`config.mk`:
```
export PLATFORM = sky130hd
export DESIGN_NAME = clk_div_ratio_ctrl
export DESIGN_NICKNAME = d
export VERILOG_FILES = /design/src/rtl/clk_div_ratio_ctrl_pkg.sv /design/src/rtl/div_fall_det.sv /design/src/rtl/clk_div_ratio_ctrl.sv
export SDC_FILE = /design/constraint.sdc
export NUM_CORES = 1
export LEC_CHECK = 0
export ABC_AREA = 1
export CAP_MARGIN = 20
export CORE_ASPECT_RATIO = 1.5
export CORE_MARGIN = 8
export CORE_UTILIZATION = 25
export DETAILED_ROUTE_END_ITERATION = 10
export HOLD_SLACK_MARGIN = 0.03
export SYNTH_ARGS = -nofsm -noshare
export SYNTH_HDL_FRONTEND = slang
export SYNTH_HIERARCHICAL = 1
export SYNTH_SLANG_ARGS = --single-unit
```
`constraint.sdc`:
```
create_clock -name i_ref_clk -period 5.42 [get_ports i_ref_clk]
set_input_delay 0.542 -clock i_ref_clk [delete_from_list [all_inputs] [get_ports i_ref_clk]]
set_output_delay 0.542 -clock i_ref_clk [all_outputs]
set_load 0.005 [all_outputs]
```
`src/rtl/clk_div_ratio_ctrl_pkg.sv`:
```
// rtl/clk_div_ratio_ctrl_pkg.sv - shared state encodings and constants for the divider ratio controller
package clk_div_ratio_ctrl_pkg;

    localparam logic [1:0] ST_IDLE     = 2'd0;
    localparam logic [1:0] ST_WAIT_LOW = 2'd1;
    localparam logic [1:0] ST_PARK     = 2'd2;
    localparam logic [1:0] ST_APPLY    = 2'd3;

    // Ratios at or below this value leave the divider off (bypass)
    localparam int DIV_OFF_MAX = 1;

endpackage

```
`src/rtl/div_fall_det.sv`:
```
// rtl/div_fall_det.sv - registers the divided clock and flags its falling edge
module div_fall_det (
    input  logic i_ref_clk,
    input  logic i_rst_n,
    input  logic i_div_clk,
    output logic o_fall
);

    logic div_clk_q;

    always_ff @(posedge i_ref_clk or negedge i_rst_n) begin
        if (!i_rst_n) begin
            div_clk_q <= 1'b0;
        end else begin
            div_clk_q <= i_div_clk;
        end
    end

    assign o_fall = div_clk_q & ~i_div_clk;

endmodule

```
`src/rtl/clk_div_ratio_ctrl.sv`:
```
// rtl/clk_div_ratio_ctrl.sv - glitch-free owner of the integer divider ratio input
module clk_div_ratio_ctrl
    import clk_div_ratio_ctrl_pkg::*;
#(
    parameter int DIV_RATIO_WIDTH = 8,
    parameter int RST_RATIO       = 1,
    parameter int MAX_RATIO       = 2**DIV_RATIO_WIDTH - 1,
    parameter int PARK_CYC        = 2,
    parameter int TIMEOUT_CYC     = 2**DIV_RATIO_WIDTH
) (
    input  logic                       i_ref_clk,
    input  logic                       i_rst_n,
    input  logic                       i_cfg_valid,
    input  logic [DIV_RATIO_WIDTH-1:0] i_cfg_ratio,
    output logic                       o_cfg_ready,
    input  logic                       i_div_clk,
    output logic [DIV_RATIO_WIDTH-1:0] o_div_ratio,
    output logic                       o_bypass,
    output logic                       o_busy,
    output logic                       o_cfg_done,
    output logic                       o_cfg_err
);

    localparam int TO_W = $clog2(TIMEOUT_CYC + 1);
    localparam int PK_W = $clog2(PARK_CYC + 1);
    localparam int DRW1 = DIV_RATIO_WIDTH + 1;

    localparam logic [DIV_RATIO_WIDTH-1:0] RST_R   = DIV_RATIO_WIDTH'(RST_RATIO);
    localparam logic [DIV_RATIO_WIDTH-1:0] OFF_MAX = DIV_RATIO_WIDTH'(DIV_OFF_MAX);
    localparam logic [DRW1-1:0]            MAX_R   = DRW1'(MAX_RATIO);
    localparam logic                       RST_BYP = (RST_RATIO <= DIV_OFF_MAX);
    localparam logic [TO_W-1:0]            TO_LAST = TO_W'(TIMEOUT_CYC - 1);
    localparam logic [PK_W-1:0]            PK_LAST = PK_W'(PARK_CYC - 1);

    logic [1:0]                 state;
    logic [DIV_RATIO_WIDTH-1:0] pend;
    logic [TO_W-1:0]            to_cnt;
    logic [PK_W-1:0]            park_cnt;
    logic                       fall;
    logic                       xfer;
    logic                       req_too_big;

    div_fall_det u_fall_det (
        .i_ref_clk (i_ref_clk),
        .i_rst_n   (i_rst_n),
        .i_div_clk (i_div_clk),
        .o_fall    (fall)
    );

    assign o_cfg_ready = (state == ST_IDLE);
    assign o_busy      = (state != ST_IDLE);
    assign xfer        = i_cfg_valid & o_cfg_ready;
    assign req_too_big = ({1'b0, i_cfg_ratio} > MAX_R);

    always_ff @(posedge i_ref_clk or negedge i_rst_n) begin
        if (!i_rst_n) begin
            state       <= ST_IDLE;
            pend        <= '0;
            o_div_ratio <= RST_R;
            o_bypass    <= RST_BYP;
            o_cfg_done  <= 1'b0;
            o_cfg_err   <= 1'b0;
        end else begin
            o_cfg_done <= 1'b0;
            o_cfg_err  <= 1'b0;
            case (state)
                ST_IDLE: begin
                    if (xfer) begin
                        pend <= i_cfg_ratio;
                        if (req_too_big) begin
                            o_cfg_err <= 1'b1;
                        end else if (i_cfg_ratio == o_div_ratio) begin
                            o_cfg_done <= 1'b1;
                        end else if (o_div_ratio <= OFF_MAX) begin
                            // Divider already off with its output low: park immediately
                            state       <= ST_PARK;
                            o_div_ratio <= '0;
                            o_bypass    <= 1'b1;
                        end else begin
                            state <= ST_WAIT_LOW;
                        end
                    end
                end
                ST_WAIT_LOW: begin
                    if (fall || (to_cnt == TO_LAST)) begin
                        state       <= ST_PARK;
                        o_div_ratio <= '0;
                        o_bypass    <= 1'b1;
                    end
                end
                ST_PARK: begin
                    if (park_cnt == PK_LAST) begin
                        state       <= ST_APPLY;
                        o_div_ratio <= pend;
                        o_bypass    <= (pend <= OFF_MAX);
                        o_cfg_done  <= 1'b1;
                    end
                end
                default: begin
                    state <= ST_IDLE;
                end
            endcase
        end
    end

    // Timeout saturates rather than wrapping; only IDLE can enter WAIT_LOW, so clearing there suffices
    always_ff @(posedge i_ref_clk or negedge i_rst_n) begin
        if (!i_rst_n) begin
            to_cnt   <= '0;
            park_cnt <= '0;
        end else begin
            if (state == ST_IDLE) begin
                to_cnt <= '0;
            end else if ((state == ST_WAIT_LOW) && (to_cnt != TO_LAST)) begin
                to_cnt <= to_cnt + TO_W'(1);
            end
            if (state != ST_PARK) begin
                park_cnt <= '0;
            end else begin
                park_cnt <= park_cnt + PK_W'(1);
            end
        end
    end

endmodule
```
======== Word level (Yosys, flattened, before mapping) ========
Index checks and enable logic that the tools add are counted.
storage, ports and cells
  bits in registers ....................... 32
cells by class
  add/subtract/negate cells ............... 2
  order comparisons ....................... 2
  equal/unequal tests ..................... 12
  muxes and demuxes ....................... 25
  bitwise logic cells ..................... 3
  reductions and logical operators ........ 9
operators with widths
  kind                 number
  $mux 8               5
  $pmux 8 s3           1
  $mux 9               2
  $le 8x1->1 const B   2
  $mux 2               6
  $add 9x1->9 const B  1
  $eq 9x8->1 const B   1
  $ne 9x8->1 const B   1
  $eq 8x8->1           1
  $mux 1               8
  $ne 2x2->1 const B   4
  $pmux 2 s3           1
  $reduce_and 6->1     1
  $eq 2x1->1 const B   2
  $ne 2x1->1 const B   2
  $reduce_and 4->1     1
  $reduce_bool 2->1    2
  $pmux 1 s3           1
  $reduce_bool 3->1    1
  $add 2x1->2 const B  1
  $and 1x1->1          2
  $eq 2x2->1 const B   1
  $logic_not 2->1      1
  $pmux 1 s2           1
  other kinds (4)      4

======== Depth between registers and ports, before layout ========
Gate-level depths: netlist of the first run.
  depth after elaboration ................. 5
  mapped depth ............................ 11
  gate-level depth less buffers ........... 11

======== Cells and area by module ========
Netlist of the first run, hierarchy kept.
by module, submodules not included
  module              instances  cells each  area each (um^2)
  clk_div_ratio_ctrl  1          217         1700.4
  div_fall_det        1          3           35.0

======== Least setup slack after synthesis of the first run ========
Ideal clock, no wire load.
  path kind ............................... register -> register
  from .................................... register to_cnt[0]
  to ...................................... register o_div_ratio[1]
  setup time .............................. 117 ps
  arrival ................................. 1598 ps
  required time ........................... 5303 ps
  path slack .............................. 3706 ps
  stages on the path, launching flop included .. 12
  path through ............................ dfrtp_1 > ha_1 > nand3_1 > nor2_1 > ha_1 > nor2_1 > nand2_1 > nand4_2 > a21oi_4 > nand2_4 > nand2_1 > nand2_1
between the ends
  longest elaborated chain between the ends .. 4
RTL lines
  element                     line                       source
  from (decl)                 clk_div_ratio_ctrl.sv:37   logic [TO_W-1:0] to_cnt;
  from (signal assigned)      clk_div_ratio_ctrl.sv:115  to_cnt <= to_cnt + TO_W'(1);
  $eq 9x8->1                  clk_div_ratio_ctrl.sv:85   if (fall || (to_cnt == TO_LAST)) begin
  $logic_or 1x1->1            clk_div_ratio_ctrl.sv:85
  $ne 2x2->1 (no line)        -
  $reduce_and 6->1 (no line)  -
  to (signal assigned)        clk_div_ratio_ctrl.sv:94   o_div_ratio <= pend;
  to (decl)                   clk_div_ratio_ctrl.sv:17   output logic [DIV_RATIO_WIDTH-1:0] o_div_ratio,
Every way passes these cells.
A chain may end at the register's enable or synchronous reset.

======== Worst setup path in the final report of the first run ========
  from .................................... register state[1]
  to ...................................... output o_busy
between the ends
  longest elaborated chain between the ends .. 1
RTL lines
  element                 line                      source
  from (decl)             clk_div_ratio_ctrl.sv:35  logic [1:0] state;
  from (signal assigned)  clk_div_ratio_ctrl.sv:57  state <= ST_IDLE;
  from (signal assigned)  clk_div_ratio_ctrl.sv:76  state <= ST_PARK;
  from (signal assigned)  clk_div_ratio_ctrl.sv:80  state <= ST_WAIT_LOW;
  $reduce_bool 2->1       clk_div_ratio_ctrl.sv:51  assign o_busy = (state != ST_IDLE);
  to (decl)               clk_div_ratio_ctrl.sv:19  output logic o_busy,
Every way passes these cells.

==> results.json, run 1 <==
{
  "ys.flop_type": "dfrtp_1",
  "seq_area_sq_um": 803,
  "nets": 265,
  "overflow": 0,
  "viasPerCell": 4.30,
  "fillers": 731,
  "cts_num_sinks": 32,
  "p_per_area_nw_per_um2": 515,
  "insertion_delay_ns": 0.29,
  "period_share_pct": 45.0,
  "hold_class": "reg -> reg",
  "peakVddDrop_v": 0.000268,
  "cp-startpoint": "state[1]",
  "htree_levels": 2,
  "grt_pass1_wl_um": 6710,
  "crit_fanout": 14,
  "core_sq_um": 6810,
  "synth.most_common_cell": "nand2_1",
  "cts_tree": "yes",
  "worstSetupStartpointType": "flop",
  "async_flop_share_pct": 100,
  "cts_made_buffers": 5,
  "path_cells": "inv_1, ha_1, inv_2, clkdlybuf4s50_1",
  "fin_util_pct": 31.4,
  "dieArea_sq_um": 9920,
  "setup_viol": 0,
  "synthCells": 220,
  "rsz0062_at_grt": "no",
  "place.gp.congestion": 0.813,
  "synth_edf_count": 0,
  "clockBufferDepth": 2,
  "fin_setup_tns_ns": 0,
  "cts_root_buf": "clkbuf_8",
  "drt_iter0_markers": 40,
  "cpMaxStageDelayCell": "clkdlybuf4s50_1",
  "port_buffers": 23,
  "post_cts_resize_count": 0,
  "die_x_um": 84.0,
  "power_leakage_nw": 1.04,
  "grt_max_degree": 33,
  "layout-drive-gt1-share_pct": 8.50,
  "synthTopCellsByCount": "68 x nand2_1, 30 x dfrtp_1, 30 x inv_1, 22 x nor2_1, 19 x nand3_1",
  "fin_skew_ns": 0.00425,
  "synth_nets": 239,
  "die_h_um": 118,
  "syn_area_sq_um": 1740,
  "required_ns": 4.88,
  "power_mw": 1.10,
  "crit_arrival_ns": 1.90,
  "cts_hold_buf": 0,
  "grt_pass1_vias": 1437,
  "worstSetupPathType": "reg -> out",
  "postRouteWirelength_um": 3820,
  "vias": 1396,
  "worstSetupEndpointType": "primary output",
  "synth_top_area_share_pct": 43.3,
  "path_clk_slew_ns": 0.07,
  "rows": 37,
  "crit-reg2reg-launch": "state[1]",
  "ys_seq_elements": 32,
  "dp_hpwl_um": 2900,
  "wl_per_cell_um": 11.8,
  "ys_warn_count": 6,
  "ys_seq_area_share_pct": 46.3,
  "status": "completed",
  "cpPeakStageDelay_ns": 0.55,
  "initial_core_util_pct": 25.5,
  "dr.pass1.iters": 4,
  "post_cts_buffers": 0,
  "hold_violations": 0,
  "synth.avg_cell_area_sq_um": 7.89,
  "num_antenna_cells": 0,
  "grtUsageTotal_pct": 8.40,
  "netlist-cell-type-count": 26,
  "antenna_found_initial": 0,
  "drv_cap": 0,
  "period_minus_slack_ns": 2.44,
  "postRouteAntennaNets": 0,
  "multi_input_area_sq_um": 791,
  "drc": 0,
  "synth_top_cells_by_area": "dfrtp_1 43%, nand2_1 15%, inv_1 6.5%",
  "ios": 25,
  "min_from": "park_cnt[0]",
  "synth_top_area_cell": "dfrtp_1",
  "timing.fmax_mhz": 410,
  "finalMaxSlewViolations": 0,
  "syn2layout_area_growth_pct": 23.1
}
==> critical path, delay by kind of cell, from the launching register on <==
| kind | cells | cell delay (ns) |
|---|---|---|
| adders and majority gates | 1 | 0.31 |
| buffers and inverters | 3 | 0.89 |
| DFF | 1 | 0.41 |
==> cells in the final DEF (no fill, tap or decap) <==
| cell | n |
|---|---|
| a21oi_1 | 3 |
| buf_4 | 1 |
| or2_1 | 1 |
| nand2_4 | 1 |
| nor3_1 | 1 |
| ha_1 | 7 |
| clkdlybuf4s50_1 | 23 |
| nor3_2 | 1 |
| inv_1 | 30 |
| nand2_1 | 68 |
| mux2_2 | 5 |
| dfrtp_1 | 30 |
| nor2_2 | 2 |
| inv_2 | 1 |
| nand4_1 | 3 |
| a21oi_4 | 1 |
| clkbuf_1 | 2 |
| dfstp_2 | 2 |
| nor2_1 | 22 |
| xnor2_1 | 5 |
| nand3_1 | 19 |
| and3_1 | 1 |
| clkbuf_8 | 6 |
| conb_1 | 1 |
| nand4_2 | 1 |
| o21ai_0 | 8 |
| o22ai_1 | 2 |
==> cell type report <==
| cell class | count | area share, % |
|---|---|---|
| multi-input cells | 152 | 37.0 |
| flip-flops and latches | 32 | 37.6 |
| well taps | 78 | 4.57 |
| clock buffers | 8 | 4.22 |
| repair buffers | 24 | 11.1 |
| inverters | 31 | 5.45 |
==> flip-flops by register name, summed over array words and instances, names as in the netlist <==
signal / count
to_cnt: 9
o_cfg_done: 1
o_bypass: 1
pend: 8
state: 2
park_cnt: 2
u_fall_det/div_clk_q: 1
o_div_ratio: 8
==> power breakdown <==
group | total [mW] | internal (mW) | leakage [nW] | switching [mW]
clock network | 0.191 | 0.104 | 0.0455 | 0.0873
logic | 0.510 | 0.224 | 0.583 | 0.286
registers | 0.400 | 0.326 | 0.413 | 0.0741
total | 1.10 | 0.653 | 1.04 | 0.447
==> cells by family after synthesis <==
family / share of synthesized area [%]
AOI/OAI and AO/OA: 4.83
xor gates and xnor gates: 2.52
adders and majority gates: 5.05
buffers and inverters: 8.15
DFF: 46.3
muxes: 3.24
other: 0.216
and+or+nand+nor: 29.7
==> final timing paths <==
kind                             endpoint  slack (ns)  cells past startpoint
max reg2reg                o_div_ratio[4]        3.41                      9
max                                o_busy        2.98                      4
max in group asynchronous        o_bypass        4.43                      2
min in group asynchronous         pend[6]        0.65                      2
min reg2reg                   park_cnt[0]        0.43                      1
min                           park_cnt[0]        0.43                      1
==> through the flow <==
step                      hold WS, ns  setup slack [ns]  cell area (sq um)  cells
after detailed placement        0.430              3.16               2050    317
final                           0.434              2.98               2140    325
after floorplan                 0.246              3.71               1740    220
after CTS                       0.439              2.97               2140    325
after global routing            0.456              2.87               2140    325
after global placement          0.421              3.17               2050    317
==> per-layer routing <==
metal	share of wire [%]	GRT usage, %	routed length, um
met1	43	9.03	1640
met2	52	14.6	1990
met3	3.1	2.22	118
met4	2.0	4.23	78
met5	0	0	0
(Power assumes the default switching activity.)
==> run 2: changes to the inputs <==
Clock period 5.42 ns to 2.3 ns, I/O delays scaled along.
==> run 2 against run 1 <==
  * Worst hold slack got worse by 0.098 ns
  * First-iteration DRC count is 5.0% lower
  * Count of clock-buffer cells in the layout down 1
  * Power increased by 130%
  * Via count increased by 3.4%
  * Final cell count rose by 0.92%
  * Die area unchanged
  * Routed wire length down 1.4%
  * Sequential share of layout area fell by 0.24 points
  * Flip-flop and latch count is the same
  * Final area is 0.64% higher
  * Critical path type unchanged
  * Largest cell class unchanged
  * Highest routed layer unchanged
==> results.json, run 2 (same netlist as run 1, synthesis figures left out) <==
{
  "post_cts_resize_count": 0,
  "vias": 1443,
  "path_depth": 5,
  "hold_violations": 0,
  "cpMaxStageDelayCell": "clkdlybuf4s50_1",
  "setup_viol": 0,
  "viasPerCell": 4.40,
  "grt_use_met2_pct": 13.8,
  "use_met3_pct": 2.08,
  "grtUsageTotal_pct": 7.88,
  "postRouteWirelength_um": 3770,
  "crit_arrival_ns": 1.89,
  "path_delay_family": "buffers and inverters",
  "port_buffers": 23,
  "cts_made_buffers": 5,
  "dr.pass1.iters": 4,
  "period_share_pct": 92.4,
  "regMostFlops": "to_cnt",
  "postRouteAntennaNets": 0,
  "path_clk_slew_ns": 0.07,
  "finalMaxSlewViolations": 0,
  "insertion_delay_ns": 0.29,
  "clockBufferDepth": 2,
  "crit_fanout": 13,
  "final_common_cell": "nand2_1",
  "cts_hold_buf": 0,
  "nets": 268,
  "initial_core_util_pct": 25.5,
  "cts_tree": "yes",
  "grt_max_degree": 33,
  "antenna_found_initial": 0,
  "core_sq_um": 6810,
  "die_h_um": 118,
  "power_leakage_nw": 1.05,
  "grt_pass1_wl_um": 6320,
  "fin_skew_ns": 0.00725,
  "dieArea_sq_um": 9920,
  "grt_pass1_vias": 1437,
  "cts_root_buf": "clkbuf_8",
  "rows": 37,
  "dp_hpwl_um": 2900,
  "worstSetupEndpointType": "primary output",
  "hold_class": "in -> async",
  "peakVddDrop_v": 0.000595,
  "path_buf_inv": 4,
  "drv_cap": 0,
  "overflow": 0,
  "met1_usage_pct": 7.68,
  "p_per_area_nw_per_um2": 1200,
  "drt_iter0_markers": 38,
  "die_x_um": 84.0,
  "wl_per_cell_um": 11.5,
  "timing.fmax_mhz": 471,
  "required_ns": 2.07,
  "num_antenna_cells": 0,
  "reg_top3": "to_cnt (9), o_div_ratio (8), pend (8)",
  "syn2layout_area_growth_pct": 23.9,
  "place.gp.congestion": 0.782,
  "worstSetupStartpointType": "flop",
  "period_minus_slack_ns": 2.12,
  "cpPeakStageDelay_ns": 0.52,
  "fin_setup_tns_ns": 0,
  "layout-drive-gt1-share_pct": 9.60,
  "layout_common_cells": "68 x nand2_1, 30 x inv_1, 30 x dfrtp_1",
  "r2r_cells": 11,
  "ios": 25,
  "largest_reg_flops": 9,
  "status": "completed",
  "fin_util_pct": 31.6,
  "worstSetupPathType": "reg -> out",
  "drc": 0,
  "path_cells": "inv_1, ha_1, inv_2, buf_4, clkdlybuf4s50_1",
  "busiest_layer": "met2",
  "cts_num_sinks": 32,
  "rsz0062_at_grt": "no",
  "htree_levels": 2,
  "post_cts_buffers": 0
}
-- run 2: cell count changes in the layout (fill, tap and decap cells not counted) --
cell      previous run  this run
buf_4                1         4
clkinv_2             0         1
clkbuf_8             6         5
-- run 2: final timing paths --
check,start,end,slack [ns]
worst max-delay path,state[0],o_busy,0.18
worst min-delay path,i_rst_n,to_cnt[0],0.34
worst max register to register,to_cnt[0],o_div_ratio[2],0.34
worst min register to register,park_cnt[0],park_cnt[0],0.45
max in group asynchronous,i_rst_n,o_bypass,1.63
min in group i_ref_clk,i_div_clk,u_fall_det/div_clk_q,0.44
-- run 2: through the flow --
step | cells | area, sq um | setup WS [ns] | hold WS (ns) | power (mW)
4_1_cts | 328 | 2150 | 0.150 | 0.345 | 2.62
3_3_place_gp | 320 | 2070 | 0.397 | 0.422 | 2.17
6_report | 328 | 2150 | 0.175 | 0.336 | 2.58
5_1_grt | 328 | 2150 | 0.0637 | 0.371 | 2.81
2_1_floorplan | 220 | 1740 | 0.586 | -0.0656 | 1.74
3_5_place_dp | 320 | 2070 | 0.351 | 0.429 | 2.20
-- run 2: layout make-up --
cell class | count | area [sq um]
clock buffers | 7 | 76.3
inverters | 31 | 116
well taps | 78 | 97.6
repair buffers | 27 | 260
fillers | 730 | 4660
clock inverters | 1 | 5.00
flip-flops and latches | 32 | 803
multi-input cells | 152 | 791
-- run 2: where the power goes --
part	internal, mW	total, mW	switching, mW
sequential	0.767	0.932	0.165
clock	0.212	0.413	0.202
combinational	0.551	1.23	0.681
total	1.53	2.58	1.05
-- run 2: worst reg2reg max path: cells and delay by family, from the launching register on --
family / cells / cell delay (ns)
AO/OA/AOI/OAI: 1 / 0.29
flip-flops: 1 / 0.39
adder cells (fa/ha/maj): 2 / 0.42
AND/OR/NAND/NOR: 8 / 0.76
-- run 2: per-layer routing --
metal  wire length, um  part of all wire [%]
met5                 0                     0
met4               130                   3.4
met3               119                   3.2
met2              1990                    53
met1              1530                    40
